--- config.mk ---
export PLATFORM = sky130hd
export DESIGN_NAME = alu_sequencer
export DESIGN_NICKNAME = d
export VERILOG_FILES = /design/src/rtl/alu_sequencer.sv
export SDC_FILE = /design/constraint.sdc
export NUM_CORES = 1
export LEC_CHECK = 0
export ABC_AREA = 1
export CORE_MARGIN = 4
export CORE_UTILIZATION = 50
export DETAILED_ROUTE_END_ITERATION = 8
export DONT_BUFFER_PORTS = 1
export MAX_ROUTING_LAYER = met4
export PLACE_DENSITY = 0.66
export SETUP_SLACK_MARGIN = 0.02
export SYNTH_ARGS = -nofsm -noshare
export SYNTH_HDL_FRONTEND = slang
export SYNTH_SLANG_ARGS = --single-unit
--- constraint.sdc ---
create_clock -name clk -period 2.7 [get_ports clk]
set_input_delay 0.54 -clock clk [delete_from_list [all_inputs] [get_ports clk]]
set_output_delay 0.54 -clock clk [all_outputs]
set_load 0.02 [all_outputs]
--- src/rtl/alu_sequencer.sv ---
// Clocked initiator for a combinational alu: accepts single or sweep commands, drives the alu
// from registers and returns each alu result through a valid/ready response register.
module alu_sequencer #(
    parameter int unsigned N       = 8,
    parameter int unsigned NUM_OPS = 9
) (
    input  logic         clk,
    input  logic         rst_n,
    input  logic         cmd_valid,
    output logic         cmd_ready,
    input  logic [N-1:0] cmd_a,
    input  logic [N-1:0] cmd_b,
    input  logic [3:0]   cmd_op,
    input  logic         cmd_sign,
    input  logic         cmd_sweep,
    output logic [N-1:0] alu_a,
    output logic [N-1:0] alu_b,
    output logic [3:0]   alu_op,
    output logic         alu_sign,
    input  logic [N-1:0] alu_result,
    output logic         rsp_valid,
    input  logic         rsp_ready,
    output logic [N-1:0] rsp_result,
    output logic [3:0]   rsp_op,
    output logic         rsp_last,
    output logic         busy
);

    typedef enum logic [1:0] {StIdle, StIssue, StHold} state_e;

    localparam logic [3:0] LastOp = 4'(NUM_OPS - 1);

    state_e       state_q, state_d;
    logic [N-1:0] a_q, a_d, b_q, b_d;
    logic [3:0]   op_q, op_d;
    logic         sign_q, sign_d, sweep_q, sweep_d;
    logic         rsp_valid_q, rsp_valid_d;
    logic [N-1:0] rsp_result_q, rsp_result_d;
    logic [3:0]   rsp_op_q, rsp_op_d;
    logic         rsp_last_q, rsp_last_d;

    always_ff @(posedge clk or negedge rst_n) begin
        if (!rst_n) begin
            state_q      <= StIdle;
            a_q          <= '0;
            b_q          <= '0;
            op_q         <= '0;
            sign_q       <= 1'b0;
            sweep_q      <= 1'b0;
            rsp_valid_q  <= 1'b0;
            rsp_result_q <= '0;
            rsp_op_q     <= '0;
            rsp_last_q   <= 1'b0;
        end else begin
            state_q      <= state_d;
            a_q          <= a_d;
            b_q          <= b_d;
            op_q         <= op_d;
            sign_q       <= sign_d;
            sweep_q      <= sweep_d;
            rsp_valid_q  <= rsp_valid_d;
            rsp_result_q <= rsp_result_d;
            rsp_op_q     <= rsp_op_d;
            rsp_last_q   <= rsp_last_d;
        end
    end

    always_comb begin
        state_d      = state_q;
        a_d          = a_q;
        b_d          = b_q;
        op_d         = op_q;
        sign_d       = sign_q;
        sweep_d      = sweep_q;
        rsp_valid_d  = rsp_valid_q;
        rsp_result_d = rsp_result_q;
        rsp_op_d     = rsp_op_q;
        rsp_last_d   = rsp_last_q;

        case (state_q)
            StIdle: begin
                if (cmd_valid) begin
                    a_d     = cmd_a;
                    b_d     = cmd_b;
                    sign_d  = cmd_sign;
                    sweep_d = cmd_sweep;
                    op_d    = cmd_sweep ? 4'd0 : cmd_op;
                    state_d = StIssue;
                end
            end
            StIssue: begin
                rsp_result_d = alu_result;
                rsp_op_d     = op_q;
                rsp_last_d   = !sweep_q || (op_q == LastOp);
                rsp_valid_d  = 1'b1;
                state_d      = StHold;
            end
            StHold: begin
                if (rsp_ready) begin
                    rsp_valid_d = 1'b0;
                    if (rsp_last_q) begin
                        state_d = StIdle;
                    end else begin
                        // NUM_OPS <= 16, so the 4-bit increment never wraps inside a sweep
                        op_d    = op_q + 4'd1;
                        state_d = StIssue;
                    end
                end
            end
            default: state_d = StIdle;
        endcase
    end

    assign cmd_ready  = (state_q == StIdle);
    assign busy       = (state_q != StIdle);
    assign alu_a      = a_q;
    assign alu_b      = b_q;
    assign alu_op     = op_q;
    assign alu_sign   = sign_q;
    assign rsp_valid  = rsp_valid_q;
    assign rsp_result = rsp_result_q;
    assign rsp_op     = rsp_op_q;
    assign rsp_last   = rsp_last_q;

endmodule

== Word level (Yosys, flattened, before mapping) ==
Index checks and enable logic that the tools add are counted.
W data, S select, Z words.

* Flip-flop bits (word level): 38
* Bits of input ports: 34
* Output and inout bits: 37
* Word-level logic and storage cells: 38

* $add $sub $neg: 1
* Equal/unequal tests: 6
* Muxes and demuxes: 11
* Reductions and logical operators: 10

{| class="wikitable"
|+ Operators with widths
! cell !! count
|-
| $mux W4 || 4
|-
| $pmux W4 S2 || 1
|-
| $ne A2 B2 Y1 const B || 3
|-
| $pmux W2 S3 || 1
|-
| $reduce_and A2 Y1 || 3
|-
| $reduce_bool A2 Y1 || 3
|-
| $add A4 B1 Y4 const B || 1
|-
| $eq A4 B4 Y1 const B || 1
|-
| $mux W2 || 2
|-
| $reduce_and A4 Y1 || 1
|-
| $eq A2 B1 Y1 const B || 1
|-
| $eq A2 B2 Y1 const B || 1
|-
| $logic_not A2 Y1 || 1
|-
| $mux W1 || 2
|-
| $pmux W1 S2 || 1
|-
| $logic_not A1 Y1 || 1
|-
| $logic_or A1 B1 Y1 || 1
|}

== Depth between registers and ports, before layout ==
* Depth in word-level cells: 4
* Gate-level depth with buffers: 8
* Gate-level depth less buffers: 8

== Worst setup path after synthesis ==
Ideal clock, no wire load.

* Kind: register to output
* From: register state_q[1]
* To: output busy
* Arrival time: 0.846 ns
* Data required time: 2.160 ns
* Setup slack: 1.314 ns
* Stages on the path, launching flop included: 3
* Cell sequence: dfrtp_1 nor2_2 inv_1

* Cells in the longest elaborated chain, start to end: 1

{| class="wikitable"
|+ RTL lines
! what !! RTL line !! source
|-
| from (decl) || 33 || <nowiki>state_e state_q, state_d;</nowiki>
|-
| from (signal assigned) || 44 || <nowiki>state_q <= StIdle;</nowiki>
|-
| from (signal assigned) || 55 || <nowiki>state_q <= state_d;</nowiki>
|-
| $reduce_bool A2 Y1 || 115 || <nowiki>assign busy = (state_q != StIdle);</nowiki>
|-
| to (decl) || 26 || <nowiki>output logic busy</nowiki>
|}

No other way between the ends.

== Worst setup path in the final report ==
Same ends and word-level chain as after synthesis.

==> results.ini <==
[sta]
final-setup-viol-count = 0
skew_ps = 9.30
period_share = 0.678
max_freq_ghz = 0.546
worst_slew_pin_slew_ps = 740
maxSlewHeadroom = 0.505
grt_setup_unrepaired = false
setup_tns_ps = 0
slew_viol_final = 0
finalHoldViolCount = 0
period_minus_slack_ps = 1830

[clocking]
htreeDepth = 2
ctsHoldBuffers = 1
cts-buffers-inserted = 5
root_buffer = clkbuf_4
cts_tree = done
post_cts_buffers = 0
path_clk_slew_ps = 110
clock_latency_ps = 340
post_cts_resized = 0
cts.sinks = 38
cts_buffer_depth = 2

[logic_synthesis]
avgSynthCellArea_um2 = 8.61
netlist_area_um2 = 1580
synth_compound_area_frac = 0.0300
synth-edff-count = 0
yosys.area_share.simple = 0.286
synth_common_cells = 101 x nand2_1, 38 x dfrtp_1, 10 x inv_1
ys_types = 18
yosysWarnings = 0
ys.flop_type = dfrtp_1
ys_ff_latch = 38
netlist.area_leader.share = 0.600
yosysMostFrequentCell = nand2_1
synth_top_family_by_area = simple AND/OR/NAND/NOR gates
yosysTopAreaCell = dfrtp_1
syn_inst = 184
async_flop_share = 1.00
yosys-top-cells-area = dfrtp_1 60%, nand2_1 24%, inv_1 2.4%
ys_seq_area_frac = 0.600
syn_nets = 220
synth_fa_ha_area_frac = 0.0158
synth.area.mux_share = 0
synthXorXnorAreaFrac = 0.00553

[setup_path]
r2r_setup_slack_ps = 1040
slowest_stage = dfrtp_1
r2r-start = state_q[1]$_DFFE_PN0P_
worstSetupPathType = reg2out
r2r_end = alu_a[3]$_DFFE_PN0P_
cp-start-kind = flop
crit_path_cell_trace = nor2_2 > inv_1
crit_required_ps = 2160
critPathMaxFanout = 4
ff2ff_path_depth = 5
cp_slowest_stage_delay_ps = 430
worstPathArrival_ps = 1290
crit_family = flip-flops
cp-end-kind = output port
cp_num_buf_inv = 1

[cells_and_area]
area_delta_synth_final_pct = 7.35
diodes = 0
fin_nets = 224
drive_above_1_share = 0.0899
fin_cells = 233

[global_route]
grt_pass1_wl_mm = 5.41
grt_pass1_vias = 1143
grt_max_degree = 39
antenna_found_initial = 0
track_usage = 0.177
grt.overflow.total = 0

[status]
status = completed

[detailed_routing]
vias = 1177
drt_first_pass_iters = 5
wl_mm = 3.24
via_per_inst = 5.05
drtAntennaViolNets = 0
drt_iter0_markers = 44
route.detailed.drc = 0
routedWlPerCell_um = 13.9

[hold_path]
holdPathStages = 2
hold_class = in2reg
min_to = alu_b[3]$_DFFE_PN0P_
hold_path_startpoint = cmd_b[3]

[floorplanning]
dieArea_um2 = 4130
coreArea_um2 = 3050
die-width_um = 64.3
initial_utilization = 0.519
ios = 71
rows = 20
die_h_um = 64.3

[power]
ir_drop_v = 0.000496
finalPower_mw = 2.29
p_leak_nw = 0.930
power.density_nw_per_um2 = 1350

[placement]
gp_congestion = 0.772
dp.cells = 223
hpwl_mm = 2.29
port_buffers = 0

[run]
cap_violations = 0

registers in the layout (all words and copies together), names as in the netlist:
| register | cells |
|---|---|
| alu_sign | 1 |
| rsp_op | 4 |
| alu_a | 8 |
| sweep_q | 1 |
| rsp_valid | 1 |
| alu_b | 8 |
| rsp_result | 8 |
| state_q | 2 |
| alu_op | 4 |
| rsp_last | 1 |
cells by family after synthesis:
| logic type | Yosys count |
|---|---|
| simple gates | 115 |
| flops | 38 |
| buf+inv | 19 |
| compound gates | 9 |
| fa+ha+maj | 2 |
| xor+xnor | 1 |
worst register-to-register path, stage by stage (launching register included):
cell     delay, ps
dfrtp_1        430
nor2_2         320
nand2_2        340
inv_2          340
nand2_1         90
nand2_1         70
power by group:
part	switching, mW	internal (mW)
Sequential	0.507	0.825
Combinational	0.395	0.187
Clock	0.185	0.192
worst max path at each step:
stage | to | start | cells after the start | slack, ps
CTS | busy | state_q[1]$_DFFE_PN0P_ | 2 | 850
finish | busy | state_q[1]$_DFFE_PN0P_ | 2 | 870
global placement | alu_op[3]$_DFFE_PN0P_ | state_q[1]$_DFFE_PN0P_ | 7 | 1100
detailed placement | alu_a[3]$_DFFE_PN0P_ | state_q[1]$_DFFE_PN0P_ | 5 | 1070
global route | busy | state_q[1]$_DFFE_PN0P_ | 2 | 780
floorplan | busy | state_q[1]$_DFFE_PN0P_ | 2 | 1310
cell type report:
type	count	area (um^2)
Fill cell	296	1350
Sequential cell	38	951
Multi-Input combinational cell	127	534
Tap cell	44	55.1
Inverter	14	52.6
Clock inverter	3	40.0
Clock buffer	5	37.5
Timing Repair Buffer	2	30.0
cell usage in the layout (no fill, tap or decap):
cell type      count
o22ai_1            1
clkbuf_4           5
o21ai_1            1
bufinv_16          1
nand2_2            2
nor2_2             2
nand2_1          101
inv_2              4
nand3_1            7
clkinv_2           2
xnor2_1            1
a31oi_1            1
dlygate4sd3_1      1
dfrtp_1           38
inv_1             10
ha_1               2
o21ai_0            6
buf_12             1
nor2_1             2
nand4_1            1
through the flow:
stage	cell area (um^2)	util	worst slack (ps)	hold slack [ps]
4_1_cts	1690	0.554	853	6.98
6_report	1700	0.557	869	299
2_1_floorplan	1580	-	1310	244
5_1_grt	1700	0.557	784	273
3_3_place_gp	1590	0.522	1100	245
3_5_place_dp	1590	0.522	1070	245
routing by layer:
| layer | share of wire | GRT usage | routed length (um) | up-vias |
|---|---|---|---|---|
| met4 | 0.015 | 0.0633 | 50 | 0 |
| met5 | 0 | - | 0 | - |
| met1 | 0.39 | 0.191 | 1270 | 539 |
| li1 | - | - | - | 569 |
| met3 | 0.096 | 0.0791 | 312 | 6 |
| met2 | 0.49 | 0.287 | 1600 | 63 |
Power figures use the tool's default switching activity.
